$ cat src/rtl/wisc_pkg.sv
// Shared WISC definitions: opcodes, flag bit positions, branch condition codes,
// the branch-resolution FSM state type and the per-opcode flag write mask.
package wisc_pkg;

    localparam int WISC_FLAG_W = 3;
    localparam int WISC_OPC_W  = 4;
    localparam int WISC_CCC_W  = 3;

    localparam logic [WISC_OPC_W-1:0] OPC_ADD    = 4'b0000;
    localparam logic [WISC_OPC_W-1:0] OPC_SUB    = 4'b0001;
    localparam logic [WISC_OPC_W-1:0] OPC_XOR    = 4'b0010;
    localparam logic [WISC_OPC_W-1:0] OPC_RED    = 4'b0011;
    localparam logic [WISC_OPC_W-1:0] OPC_SLL    = 4'b0100;
    localparam logic [WISC_OPC_W-1:0] OPC_SRA    = 4'b0101;
    localparam logic [WISC_OPC_W-1:0] OPC_ROR    = 4'b0110;
    localparam logic [WISC_OPC_W-1:0] OPC_PADDSB = 4'b0111;
    localparam logic [WISC_OPC_W-1:0] OPC_LW     = 4'b1000;
    localparam logic [WISC_OPC_W-1:0] OPC_SW     = 4'b1001;
    localparam logic [WISC_OPC_W-1:0] OPC_LLB    = 4'b1010;
    localparam logic [WISC_OPC_W-1:0] OPC_LHB    = 4'b1011;
    localparam logic [WISC_OPC_W-1:0] OPC_B      = 4'b1100;
    localparam logic [WISC_OPC_W-1:0] OPC_BR     = 4'b1101;
    localparam logic [WISC_OPC_W-1:0] OPC_PCS    = 4'b1110;
    localparam logic [WISC_OPC_W-1:0] OPC_HLT    = 4'b1111;

    localparam int FLAG_Z = 0;
    localparam int FLAG_V = 1;
    localparam int FLAG_N = 2;

    localparam logic [WISC_FLAG_W-1:0] FLAG_MASK_ALL  = 3'b111;
    localparam logic [WISC_FLAG_W-1:0] FLAG_MASK_Z    = 3'b001;
    localparam logic [WISC_FLAG_W-1:0] FLAG_MASK_NONE = 3'b000;

    localparam logic [WISC_CCC_W-1:0] CCC_NE  = 3'b000;
    localparam logic [WISC_CCC_W-1:0] CCC_EQ  = 3'b001;
    localparam logic [WISC_CCC_W-1:0] CCC_GT  = 3'b010;
    localparam logic [WISC_CCC_W-1:0] CCC_LT  = 3'b011;
    localparam logic [WISC_CCC_W-1:0] CCC_GE  = 3'b100;
    localparam logic [WISC_CCC_W-1:0] CCC_LE  = 3'b101;
    localparam logic [WISC_CCC_W-1:0] CCC_OV  = 3'b110;
    localparam logic [WISC_CCC_W-1:0] CCC_UNC = 3'b111;

    typedef enum logic {
        ST_IDLE       = 1'b0,
        ST_WAIT_FLAGS = 1'b1
    } br_state_t;

    // Which {N,V,Z} bits an opcode is allowed to overwrite.
    function automatic logic [WISC_FLAG_W-1:0] flag_wmask(input logic [WISC_OPC_W-1:0] opc);
        case (opc)
            OPC_ADD, OPC_SUB:                   flag_wmask = FLAG_MASK_ALL;
            OPC_XOR, OPC_SLL, OPC_SRA, OPC_ROR: flag_wmask = FLAG_MASK_Z;
            default:                            flag_wmask = FLAG_MASK_NONE;
        endcase
    endfunction

endpackage

$ cat src/rtl/branch_cond_eval.sv
// Purely combinational branch condition check: maps a condition code and an
// {N,V,Z} flag vector to a taken/not-taken decision.
module branch_cond_eval
    import wisc_pkg::*;
(
    input  logic [WISC_CCC_W-1:0]  ccc_i,
    input  logic [WISC_FLAG_W-1:0] flags_i,
    output logic                   taken_o
);

    logic n;
    logic v;
    logic z;

    assign n = flags_i[FLAG_N];
    assign v = flags_i[FLAG_V];
    assign z = flags_i[FLAG_Z];

    // NOTE: every output of a combinational block gets a default first so no path leaves it unassigned (no latch).
    always_comb begin
        taken_o = 1'b0;
        case (ccc_i)
            CCC_NE:  taken_o = !z;
            CCC_EQ:  taken_o = z;
            CCC_GT:  taken_o = !z && !n;
            CCC_LT:  taken_o = n;
            CCC_GE:  taken_o = z || !n;  // "Z, or not Z and not N" reduces to this
            CCC_LE:  taken_o = n || z;
            CCC_OV:  taken_o = v;
            CCC_UNC: taken_o = 1'b1;
            default: taken_o = 1'b0;
        endcase
    end

endmodule

$ cat src/rtl/flag_branch_unit.sv
// Architectural flag register with per-opcode write masking, plus conditional
// branch resolution. Define FLAG_BRANCH_FWD_EN to forward EX flags instead of stalling.
module flag_branch_unit
    import wisc_pkg::*;
#(
    parameter int FLAG_W = WISC_FLAG_W,
    parameter int OPC_W  = WISC_OPC_W,
    parameter int CCC_W  = WISC_CCC_W
) (
    input  logic              clk,
    input  logic              rst_n,
    input  logic              ex_valid,
    input  logic [OPC_W-1:0]  ex_opcode,
    input  logic [FLAG_W-1:0] ex_flag_in,
    input  logic              stall_in,
    input  logic              flush,
    input  logic              br_req,
    input  logic [CCC_W-1:0]  br_ccc,
    output logic [FLAG_W-1:0] flags_q,
    output logic              br_stall,
    output logic              br_resp_valid,
    output logic              br_taken
);

`ifdef FLAG_BRANCH_FWD_EN
    localparam logic HAZARD_STALL_EN = 1'b0;
`else
    localparam logic HAZARD_STALL_EN = 1'b1;
`endif

    logic [FLAG_W-1:0] wmask;
    logic [FLAG_W-1:0] fwd_flags;
    logic [FLAG_W-1:0] flags_d;
    logic              hazard;

    br_state_t         state_q;
    br_state_t         state_d;
    logic [CCC_W-1:0]  ccc_q;
    logic [CCC_W-1:0]  ccc_d;
    logic              resp_valid_q;
    logic              resp_valid_d;
    logic              taken_q;
    logic              taken_d;

    logic [CCC_W-1:0]  eval_ccc;
    logic [FLAG_W-1:0] eval_flags;
    logic              eval_taken;

    assign wmask     = ex_valid ? flag_wmask(ex_opcode) : FLAG_MASK_NONE;
    assign hazard    = |wmask;
    // Post-write view of the flags; equals flags_q when nothing is being written.
    assign fwd_flags = (ex_flag_in & wmask) | (flags_q & ~wmask);
    assign flags_d   = stall_in ? flags_q : fwd_flags;

    assign eval_ccc   = (state_q == ST_WAIT_FLAGS) ? ccc_q : br_ccc;
    assign eval_flags = HAZARD_STALL_EN ? flags_q : fwd_flags;

    branch_cond_eval u_cond (
        .ccc_i   (eval_ccc),
        .flags_i (eval_flags),
        .taken_o (eval_taken)
    );

    always_comb begin
        state_d      = state_q;
        ccc_d        = ccc_q;
        resp_valid_d = 1'b0;
        taken_d      = taken_q;
        br_stall     = 1'b0;
        case (state_q)
            ST_IDLE: begin
                if (br_req && !flush) begin
                    if (HAZARD_STALL_EN && hazard) begin
                        br_stall = 1'b1;
                        if (!stall_in) begin
                            state_d = ST_WAIT_FLAGS;
                            ccc_d   = br_ccc;
                        end
                    end else if (!stall_in) begin
                        resp_valid_d = 1'b1;
                        taken_d      = eval_taken;
                    end
                end
            end
            ST_WAIT_FLAGS: begin
                if (!stall_in) begin
                    state_d = ST_IDLE;
                    if (!flush) begin
                        resp_valid_d = 1'b1;
                        taken_d      = eval_taken;
                    end
                end
            end
            default: state_d = ST_IDLE;
        endcase
    end

    // NOTE: sequential state is updated with non-blocking assignments so every register samples pre-edge values.
    always_ff @(posedge clk or negedge rst_n) begin
        if (!rst_n) begin
            flags_q      <= '0;
            state_q      <= ST_IDLE;
            ccc_q        <= '0;
            resp_valid_q <= 1'b0;
            taken_q      <= 1'b0;
        end else begin
            flags_q      <= flags_d;
            state_q      <= state_d;
            ccc_q        <= ccc_d;
            resp_valid_q <= resp_valid_d;
            taken_q      <= taken_d;
        end
    end

    assign br_resp_valid = resp_valid_q;
    assign br_taken      = taken_q;

endmodule

$ cat config.mk
export PLATFORM = sky130hd
export DESIGN_NAME = flag_branch_unit
export DESIGN_NICKNAME = d
export VERILOG_FILES = /design/src/rtl/wisc_pkg.sv /design/src/rtl/branch_cond_eval.sv /design/src/rtl/flag_branch_unit.sv
export SDC_FILE = /design/constraint.sdc
export NUM_CORES = 1
export LEC_CHECK = 0
export CORE_MARGIN = 1.5
export CORE_UTILIZATION = 35
export DETAILED_ROUTE_END_ITERATION = 7
export MAX_ROUTING_LAYER = met4
export PLACE_DENSITY = 0.65
export SYNTH_ARGS = -nofsm -noshare
export SYNTH_HDL_FRONTEND = slang
export SYNTH_HIERARCHICAL = 1
export SYNTH_SLANG_ARGS = --single-unit
$ cat constraint.sdc
create_clock -name clk -period 2.45 [get_ports clk]
set_clock_uncertainty 0.2 [all_clocks]
set_input_delay 0.735 -clock clk [delete_from_list [all_inputs] [get_ports clk]]
set_output_delay 0.735 -clock clk [all_outputs]
set_load 0.05 [all_outputs]
# After elaboration in Yosys (flattened, before gate mapping)
# Cells that the tools add are included.
[op_classes] muxes=23 eq_ne=17 n_reduce_logical=14 n_bitwise=6
[op_table] cell="$mux W1" n=16
[op_table] cell="$eq A3 B3 Y1 const B" n=4
[op_table] cell="$eq A4 B3 Y1 const B" n=3
[op_table] cell="$ne A2 B2 Y1 const B" n=5
[op_table] cell="$pmux W1 S8" n=1
[op_table] cell="$and A3 B3 Y3" n=2
[op_table] cell="$eq A3 B2 Y1 const B" n=2
[op_table] cell="$mux W3" n=2
[op_table] cell="$pmux W1 S2" n=3
[op_table] cell="$pmux W3 S2" n=1
[op_table] cell="$reduce_and A5 Y1" n=1
[op_table] cell="$eq A4 B1 Y1 const B" n=1
[op_table] cell="$eq A4 B2 Y1 const B" n=1
[op_table] cell="$logic_not A4 Y1" n=1
[op_table] cell="$reduce_and A4 Y1" n=1
[op_table] cell="$reduce_or A4 Y1" n=1
[op_table] cell="$eq A3 B1 Y1 const B" n=1
[op_table] cell="$logic_not A1 Y1" n=3
[op_table] cell="$logic_not A3 Y1" n=1
[op_table] cell="$not A3 Y3" n=1
[op_table] cell="$or A3 B3 Y3" n=1
[op_table] cell="$reduce_or A3 Y1" n=1
[op_table] cell="$logic_and A1 B1 Y1" n=2
[op_table] cell="$logic_or A1 B1 Y1" n=2
[op_table] cell="other kinds (2)" n=3
[totals] out_inout_bits=6 ff_bits=9

# Longest topological paths before layout
# Gate-level depths: netlist of the first run.
[logic_depth] word_depth=8 mapped_depth=7

# Modules after synthesis
# The synthesis of the first run kept the hierarchy.
[modules_own_cells] mod="flag_branch_unit" area_per_inst_um2=445.4 seq_area_each_um2=225.2 n_inst=1 cells_per_inst=33
[modules_own_cells] mod="branch_cond_eval" area_per_inst_um2=76.3 seq_area_each_um2=0.0 n_inst=1 cells_per_inst=11

# Worst setup path before layout of the first run
# No wires, ideal clock.
[synth_timing] kind="input to output" startpoint="input port ex_valid" endpoint="output port br_stall" n_path_buf=0 required_time_ps=1515 stages=3 slack_ps=-494 t_arrival_ps=2009 path_cell_list="nor2b_4 > nand2_2 > nor3_1"
[synth_between] elab_chain_len=5
[synth_lines] item="start, declared" line="flag_branch_unit.sv:12" text="input logic ex_valid,"
[synth_lines] item="$mux W3" line="flag_branch_unit.sv:49" text="assign wmask = ex_valid ? flag_wmask(ex_opcode) : FLAG_MASK_NONE;"
[synth_lines] item="$reduce_or A3 Y1" line="flag_branch_unit.sv:50" text="assign hazard = |wmask;"
[synth_lines] item="$mux W1" line="flag_branch_unit.sv:73" text="if (HAZARD_STALL_EN && hazard) begin"
[synth_lines] item="$mux W1" line="flag_branch_unit.sv:72" text="if (br_req && !flush) begin"
[synth_lines] item="$mux W1" line="flag_branch_unit.sv:70" text="case (state_q)"
[synth_lines] item="end, declared" line="flag_branch_unit.sv:20" text="output logic br_stall,"
# No other way between the ends.

# Final worst setup path of the first run
[layout_timing] startpoint="input port ex_opcode[3]" endpoint="output port br_stall"
[layout_between] elab_chain_len=8 word_cells_on_any_way=14 cone_classes="eq/ne (5); mux (5); reduce/logical (4)"
[layout_lines] item="start, declared" line="flag_branch_unit.sv:13" text="input logic [OPC_W-1:0] ex_opcode,"
[layout_lines] item="$eq A4 B2 Y1, or another cell as far along" line="wisc_pkg.sv:50" text="case (opc)"
[layout_lines] item="$reduce_or A4 Y1 or $reduce_or A2 Y1 (tied branches)" line="wisc_pkg.sv:50"
[layout_lines] item="$pmux W3 S2 *" line="wisc_pkg.sv:50"
[layout_lines] item="$mux W3 *" line="flag_branch_unit.sv:49"
[layout_lines] item="$reduce_or A3 Y1 *" line="flag_branch_unit.sv:50"
[layout_lines] item="$mux W1 *" line="flag_branch_unit.sv:73"
[layout_lines] item="$mux W1 *" line="flag_branch_unit.sv:72"
[layout_lines] item="$mux W1 *" line="flag_branch_unit.sv:70"
# Mark *: on every way between the ends. The rest lies on a longest branch, timed or not.

==> out/metrics.csv, run 1 <==
stage,metric,value,unit
timing,finalHoldViolCount,0,
routing,routed-via-count,454,
timing,setup_slack,0.0179,ns
placement,place_worst_setup_slack,-0.272,ns
worst_hold_path,hp-class,register to register,
clocking,clock_tree.htree_level_count,1,
routing,iteration_count_of_the_initial_detailed_routing_pass,3,
setup_path,critical_path.max_fanout,2,
routing,drt-wirelength-per-cell,13.1,um
outcome,outcome,"complete, no violations",
setup_path,timing.setup.critical_path_class,input port to output port,
timing,slew-limit-headroom,66.2,%
worst_hold_path,source_of_the_worst_hold_timing_path,ccc_q[0],
timing,final.min_clock_period,2.43,ns
power_and_ir_drop,worst_vdd_drop,0.000434,V
yosys,sequential_area_share_after_synthesis,43.2,%
setup_path,worst_reg_to_reg_cells,6,
cells_and_area,area.growth.synth_to_final,65.2,%
routing,finalWirelength,1220,um
yosys,synth-async-reset-ratio,100,%
routing,number_of_vias_per_cell_after_detailed_routing,4.88,
setup_path,timing.critical_path.from,ex_opcode[3],
yosys,synth_top_cell_by_area,sky130_fd_sc_hd__dfrtp_1,
routing,antenna_left,0,
yosys,synth.distinct_cells,21,
yosys,post_synthesis_mean_instance_area,11.9,um^2
yosys,synth.cell_area,522,um^2
yosys,synth.net_count,60,
clocking,cts_buffer_depth,2,
clocking,numCtsBuffers,3,
yosys,ys_seq_elements,9,
yosys,synth-warning-count,6,
floorplanning,die-area,0.00173,mm^2
floorplanning,floorplan.rows,13,
yosys,synth_largest_type_area_fraction,43.2,%
floorplanning,die_w,41.6,um
cells_and_area,antenna_diode_count,0,
cells_and_area,drive_gt1_share,46.2,%
routing,drc,0,
floorplanning,floorplan.initialDensity,38.6,%
clocking,clkTransAtPathRegs,0.06,ns
timing,tns,0,ns
placement,place.port_buffers,21,
grt,grt_overflow_total,0,
power_and_ir_drop,power.leakage,0.401,nW
clocking,cts_num_sinks,9,
floorplanning,core,0.00135,mm^2
setup_path,r2r-start,state_q,
timing,holdWs,0.311,ns
clocking,root_buffer_master,sky130_fd_sc_hd__clkbuf_4,
grt,first_pass_grt_wire_length,2100,um
grt,grt_pass1_vias,451,
timing,maxSlewViolCount,0,
timing,final.period_utilization,99.3,%
yosys,dominantRegCellSynth,sky130_fd_sc_hd__dfrtp_1,
yosys,netlist_instances,44,
timing,finalSetupViolations,0,
setup_path,startpoint_type,input port,
cells_and_area,fin_util,63.9,%
setup_path,crit_arrival,1.50,ns
routing,detailedRoute.firstIterationViolations,7,
grt,pin_count_of_the_biggest_net_entering_global_routing,10,
worst_hold_path,hold_depth,1,
cells_and_area,nFillCells,112,
grt,gr-usage-all-layers,16.7,%
placement,dp_hpwl,923,um
yosys,synth_enable_flop_cells,0,
power_and_ir_drop,design_power_total,0.536,mW
floorplanning,num_io_pins,22,
clocking,tritoncts,built,
yosys,synth_area_leaders,"sky130_fd_sc_hd__dfrtp_1, sky130_fd_sc_hd__mux2_2, sky130_fd_sc_hd__mux2_4, sky130_fd_sc_hd__mux2i_1, sky130_fd_sc_hd__nand2_1",
power_and_ir_drop,powerDensity,622,mW/mm^2
setup_path,worst_ep_required_time,1.51,ns
setup_path,setup.worst_path.end_class,output port,
yosys,synth_common_cells,"sky130_fd_sc_hd__dfrtp_1, sky130_fd_sc_hd__mux2_2, sky130_fd_sc_hd__nand2_1",
grt,antenna_violations_before_repair,0,
yosys,synth.most_common_cell,sky130_fd_sc_hd__dfrtp_1,
clocking,clk-insertion-delay-late,0.26,ns
timing,fmax,411,MHz
placement,place.gp.congestion,0.753,
floorplanning,die_h,41.6,um
flow_run,max_cap_violation_count,0,
cells_and_area,nNetsFinal,95,
timing,tightestPinTransition,0.505,ns
[stage by stage]
step                      area, um^2  std cells
after floorplan                  533         44
after global placement           805         85
after detailed placement         805         85
after CTS                        856         92
after global routing             862         93
final                            862         93
[worst paths after layout]
path,end,slack (ns)
setup / recovery,br_stall,0.02
hold / removal,ccc_q[0],0.31
setup reg to reg,br_taken,0.42
hold reg to reg,ccc_q[0],0.31
max in group asynchronous,ccc_q[0],1.19
min in group asynchronous,state_q,0.57
[cells in the final DEF (no fill, tap or decap), drive strengths merged, types with 2 or more instances in the layout]
master         count
dlygate4sd2        3
mux2              10
clkbuf             5
nor2               2
nand2              5
clkdlybuf4s15      2
o21a               2
nand2b             2
clkdlybuf4s50     11
dfrtp              9
mux2i              2
nor2b              2
buf               14
[power by group]
part	total [mW]	switching [mW]	internal, mW
logic	0.215	0.110	0.105
registers	0.202	0.0231	0.179
clock network	0.119	0.0555	0.0630
[cell type report]
cell class | instances | area (um^2) | area share (%)
well taps | 15 | 18.8 | 2.18
flip-flops and latches | 9 | 225 | 26.1
multi-input cells | 33 | 309 | 35.8
clock buffers | 4 | 26.3 | 3.05
repair buffers | 31 | 279 | 32.4
inverters | 1 | 3.75 | 0.435
[per-layer routing]
layer	wire, um	global-route usage [%]	vias up
li1	-	-	228
met1	561	20.5	213
met2	590	24.7	11
met3	49	4.35	2
met4	16	9.68	0
met5	0	-	-
[worst max-delay path: stages]
cell and delay (ns):
sky130_fd_sc_hd__clkdlybuf4s15_1 0.19, sky130_fd_sc_hd__nor2b_4 0.13, sky130_fd_sc_hd__nand2_2 0.08, sky130_fd_sc_hd__nor3_4 0.20, sky130_fd_sc_hd__buf_12 0.16
[cell families after synthesis]
family	count (synthesis)	synth area share [%]
simple gates	15	19.7
mux	12	27.6
flops	9	43.2
compound gates	6	7.91
buf+inv	2	1.68
[what timing repair did]
| action | in CTS | in global routing |
|---|---|---|
| pin swaps | 3 | 3 |
| endpoints found under the setup margin | 1 | 1 |
| hold buffers | 0 | 0 |
| buffers inserted | 3 | 1 |
| resized for setup | 8 | 4 |
| cloned | 0 | 0 |
(Power assumes the default switching activity.)
==> inputs of run 2 (changes only) <==
--- a/config.mk
+++ b/config.mk
@@ -8,8 +8,9 @@
 export CORE_MARGIN = 1.5
 export CORE_UTILIZATION = 35
 export DETAILED_ROUTE_END_ITERATION = 7
+export DONT_BUFFER_PORTS = 1
 export MAX_ROUTING_LAYER = met4
-export PLACE_DENSITY = 0.65
+export PLACE_DENSITY = 0.46
 export SYNTH_ARGS = -nofsm -noshare
 export SYNTH_HDL_FRONTEND = slang
 export SYNTH_HIERARCHICAL = 1
==> out/metrics.csv, run 2 (synthesized netlist as in run 1, its figures left out) <==
stage,metric,value,unit
floorplanning,floorplan.rows,13,
setup_path,critical_path.max_fanout,3,
routing,drt-wirelength-per-cell,17.5,um
routing,iteration_count_of_the_initial_detailed_routing_pass,4,
clocking,clk-insertion-delay-late,0.27,ns
placement,place.gp.congestion,0.653,
setup_path,crit_arrival,1.31,ns
clocking,numCtsBuffers,3,
timing,holdWs,0.318,ns
routing,drc,0,
routing,finalWirelength,1120,um
timing,slew-limit-headroom,59.4,%
timing,finalSetupViolations,0,
setup_path,timing.setup.critical_path_class,input port to output port,
setup_path,worst_ep_required_time,1.51,ns
grt,antenna_violations_before_repair,0,
flow_run,max_cap_violation_count,0,
cells_and_area,fin_util,44.8,%
placement,dp_hpwl,891,um
grt,gr-usage-all-layers,15.2,%
grt,grt_overflow_total,0,
cells_and_area,drive_gt1_share,42.9,%
power_and_ir_drop,design_power_total,0.469,mW
cells_and_area,multi_input_comb_area,299,um^2
setup_path,startpoint_type,input port,
placement,place_worst_setup_slack,0.199,ns
worst_hold_path,hp-class,register to register,
power_and_ir_drop,powerDensity,777,mW/mm^2
outcome,outcome,"complete, no violations",
floorplanning,die_h,41.6,um
routing,antenna_left,0,
cells_and_area,area.growth.synth_to_final,15.8,%
clocking,tritoncts,built,
timing,tns,0,ns
routing,routed-via-count,360,
timing,final.period_utilization,91.7,%
clocking,cts_num_sinks,9,
floorplanning,die-area,0.00173,mm^2
setup_path,setup.worst_path.end_class,output port,
power_and_ir_drop,power.leakage,0.267,nW
floorplanning,num_io_pins,22,
timing,fmax,445,MHz
grt,grt_pass1_vias,366,
cells_and_area,seq_area,225,um^2
power_and_ir_drop,worst_vdd_drop,0.000407,V
clocking,clock_tree.htree_level_count,1,
timing,rsz0062_at_grt,no,
timing,maxSlewViolCount,0,
floorplanning,core,0.00135,mm^2
timing,setup_slack,0.203,ns
clocking,clkTransAtPathRegs,0.06,ns
cells_and_area,layout.cells.most_common_list,"sky130_fd_sc_hd__dfrtp_1, sky130_fd_sc_hd__mux2_2, sky130_fd_sc_hd__nand2_1",
clocking,root_buffer_master,sky130_fd_sc_hd__clkbuf_4,
routing,number_of_vias_per_cell_after_detailed_routing,5.63,
timing,finalHoldViolCount,0,
routing,detailedRoute.firstIterationViolations,3,
grt,first_pass_grt_wire_length,1840,um
cells_and_area,layout.cells.most_common,sky130_fd_sc_hd__dfrtp_1,
clocking,cts_buffer_depth,2,
cells_and_area,nNetsFinal,66,
timing,tightestPinTransition,0.609,ns
placement,place.port_buffers,0,
floorplanning,floorplan.initialDensity,38.6,%
timing,final.min_clock_period,2.25,ns
cells_and_area,antenna_diode_count,0,
floorplanning,die_w,41.6,um
cells_and_area,nFillCells,131,
grt,pin_count_of_the_biggest_net_entering_global_routing,10,
[run 2: cell count changes in the layout (fill, tap and decap cells not counted), moves of 2 or more]
cell,delta
sky130_fd_sc_hd__clkdlybuf4s50_1,-11
sky130_fd_sc_hd__clkdlybuf4s15_1,-2
sky130_fd_sc_hd__dlygate4sd2_1,-3
sky130_fd_sc_hd__buf_4,-13
[run 2: worst paths after layout]
path,start,to,cells after the start,slack [ns]
worst max-delay path,ex_valid,br_stall,4,0.20
worst min-delay path,ccc_q[2],ccc_q[2],1,0.32
worst max register to register,state_q,br_taken,6,0.33
worst min register to register,ccc_q[2],ccc_q[2],1,0.32
max in group asynchronous,rst_n,ccc_q[2],1,1.10
min in group asynchronous,rst_n,asynchronous set/reset pin,1,0.64
[run 2: routing by layer]
| layer | part of all wire (%) | routed length, um | up-vias | global-route usage [%] |
|---|---|---|---|---|
| li1 | - | - | 167 | - |
| met1 | 39 | 435 | 177 | 16.2 |
| met2 | 54 | 603 | 16 | 23.8 |
| met3 | 7.1 | 79 | 0 | 6.52 |
| met4 | 0 | 0 | 0 | 7.74 |
| met5 | 0 | 0 | - | - |
[run 2: final cells by class]
cell class | instances | area share (%)
timing repair buffer | 2 | 4.97
multi-input combinational | 33 | 49.5
tap | 15 | 3.11
clock buffer | 3 | 3.73
inverter | 1 | 0.621
clock inverter | 1 | 0.828
sequential | 9 | 37.3
[run 2: critical path, cell delays in order]
cell,delay (ns)
sky130_fd_sc_hd__nor2b_4,0.13
sky130_fd_sc_hd__nand2_2,0.09
sky130_fd_sc_hd__nor3_4,0.20
sky130_fd_sc_hd__buf_12,0.16
[run 2: metrics by stage]
step           area (um^2)  instances
2_1_floorplan          533         44
3_3_place_gp           567         59
3_5_place_dp           567         59
4_1_cts                604         64
5_1_grt                604         64
6_report               604         64
[run 2: what timing repair did]
action	in CTS	in global routing
setup buffers	0	0
endpoints found under the hold margin	9	0
gates resized for setup	0	0
hold buffers	1	0
[run 2: where the power goes]
group          total, mW  switching, mW  internal (mW)  leakage [nW]
logic             0.0814         0.0290         0.0524         0.137
registers          0.273         0.0952          0.177         0.113
clock network      0.115         0.0551         0.0602        0.0177
==> inputs of run 3 (changes only) <==
--- a/config.mk
+++ b/config.mk
@@ -5,7 +5,7 @@
 export SDC_FILE = /design/constraint.sdc
 export NUM_CORES = 1
 export LEC_CHECK = 0
-export CORE_MARGIN = 1.5
+export CORE_MARGIN = 8
 export CORE_UTILIZATION = 35
 export DETAILED_ROUTE_END_ITERATION = 7
 export DONT_BUFFER_PORTS = 1
==> out/metrics.csv, run 3 (synthesized netlist as in run 1, its figures left out) <==
stage,metric,value,unit
floorplanning,core,0.00145,mm^2
timing,fmax,442,MHz
cells_and_area,layout.cells.most_common_list,"sky130_fd_sc_hd__dfrtp_1, sky130_fd_sc_hd__mux2_2, sky130_fd_sc_hd__nand2_1",
floorplanning,die_h,54.6,um
grt,first_pass_grt_wire_length,1690,um
cells_and_area,count_of_non_filler_cells_in_the_finished_layout,65,
setup_path,critical_path.max_fanout,3,
cells_and_area,fin_util,41.6,%
placement,dpl-instance-area,568,um^2
setup_path,startpoint_type,input port,
clocking,cts_buffer_depth,2,
cells_and_area,antenna_diode_count,0,
floorplanning,floorplan.rows,14,
clocking,root_buffer_master,sky130_fd_sc_hd__clkbuf_4,
setup_path,setup.worst_path.end_class,output port,
cells_and_area,nFillCells,134,
setup_path,timing.setup.critical_path_class,input port to output port,
placement,place_worst_setup_slack,0.176,ns
grt,gr-usage-all-layers,8.33,%
clocking,tritoncts,built,
timing,final.period_utilization,92.3,%
routing,detailedRoute.firstIterationViolations,4,
floorplanning,die-area,0.00298,mm^2
cells_and_area,drive_gt1_share,40.8,%
cells_and_area,seq_area,225,um^2
floorplanning,die_w,54.6,um
clocking,clock_tree.htree_level_count,1,
floorplanning,floorplan.initialDensity,35.9,%
cells_and_area,final_cell_area,604,um^2
cells_and_area,nNetsFinal,66,
placement,dp_hpwl,989,um
placement,place.gp.congestion,0.684,
timing,finalHoldViolCount,0,
power_and_ir_drop,powerDensity,758,mW/mm^2
timing,rsz0062_at_grt,no,
clocking,postCtsHoldBufs,1,
grt,antenna_violations_before_repair,0,
grt,pin_count_of_the_biggest_net_entering_global_routing,10,
timing,slew-limit-headroom,61.5,%
clocking,clk-insertion-delay-late,0.25,ns
timing,setup_slack,0.188,ns
timing,final.min_clock_period,2.26,ns
clocking,numCtsBuffers,3,
cells_and_area,multi_input_comb_area,299,um^2
clocking,clkTransAtPathRegs,0.06,ns
worst_hold_path,hp-class,register to register,
floorplanning,num_io_pins,22,
clocking,post_cts.resized_instances,0,
placement,dp.cells,60,
timing,holdWs,0.313,ns
timing,maxSlewViolCount,0,
clocking,post-cts-setup-buffer-count,0,
timing,finalSetupViolations,0,
power_and_ir_drop,worst_vdd_drop,0.000457,V
flow_run,max_cap_violation_count,0,
routing,number_of_vias_per_cell_after_detailed_routing,5.62,
placement,place.port_buffers,0,
routing,drc,0,
timing,tightestPinTransition,0.577,ns
cells_and_area,area.growth.synth_to_final,15.8,%
routing,drt-wirelength-per-cell,17.5,um
timing,tns,0,ns
cells_and_area,layout.cells.most_common,sky130_fd_sc_hd__dfrtp_1,
power_and_ir_drop,design_power_total,0.458,mW
grt,grt_overflow_total,0,
power_and_ir_drop,power.leakage,0.265,nW
grt,grt_pass1_vias,399,
routing,finalWirelength,1140,um
routing,iteration_count_of_the_initial_detailed_routing_pass,4,
clocking,cts_num_sinks,9,
outcome,outcome,"complete, no violations",
setup_path,worst_ep_required_time,1.51,ns
routing,antenna_left,0,
routing,routed-via-count,365,
setup_path,crit_arrival,1.33,ns
[run 3: cell count changes in the layout (fill, tap and decap cells not counted)]
cell,delta
sky130_fd_sc_hd__clkbuf_1,+1
sky130_fd_sc_hd__clkinv_2,-1
[run 3: cell type report]
| cell class | count | area share [%] |
|---|---|---|
| multi-input cells | 33 | 49.5 |
| clock buffers | 4 | 4.35 |
| flip-flops and latches | 9 | 37.3 |
| repair buffers | 2 | 4.97 |
| well taps | 16 | 3.31 |
| inverters | 1 | 0.621 |
[run 3: critical path: stages]
cell and delay (ns):
sky130_fd_sc_hd__nor2b_4 0.14, sky130_fd_sc_hd__nand2_2 0.09, sky130_fd_sc_hd__nor3_4 0.20, sky130_fd_sc_hd__buf_12 0.16
[run 3: power breakdown]
part           switching (mW)  internal (mW)  total [mW]
Sequential             0.0923          0.178       0.270
Combinational          0.0281         0.0524      0.0804
Clock                  0.0455         0.0623       0.108
Total                   0.166          0.292       0.458
[run 3: routing by layer]
| layer | GRT usage, % | vias up | wire (um) |
|---|---|---|---|
| met3 | 5.71 | 0 | 122 |
| met1 | 8.20 | 181 | 425 |
| met4 | 2.46 | 0 | 0 |
| met5 | - | - | 0 |
| li1 | - | 168 | - |
| met2 | 13.0 | 16 | 588 |
[run 3: final timing paths]
path,end,slack [ns],cells past startpoint,startpoint
max,br_stall,0.19,4,ex_valid
min,ccc_q[2],0.31,1,ccc_q[2]
max reg2reg,br_taken,0.35,6,state_q
min reg2reg,ccc_q[2],0.31,1,ccc_q[2]
max in group asynchronous,asynchronous set/reset pin,1.12,1,rst_n
min in group asynchronous,ccc_q[0],0.64,1,rst_n
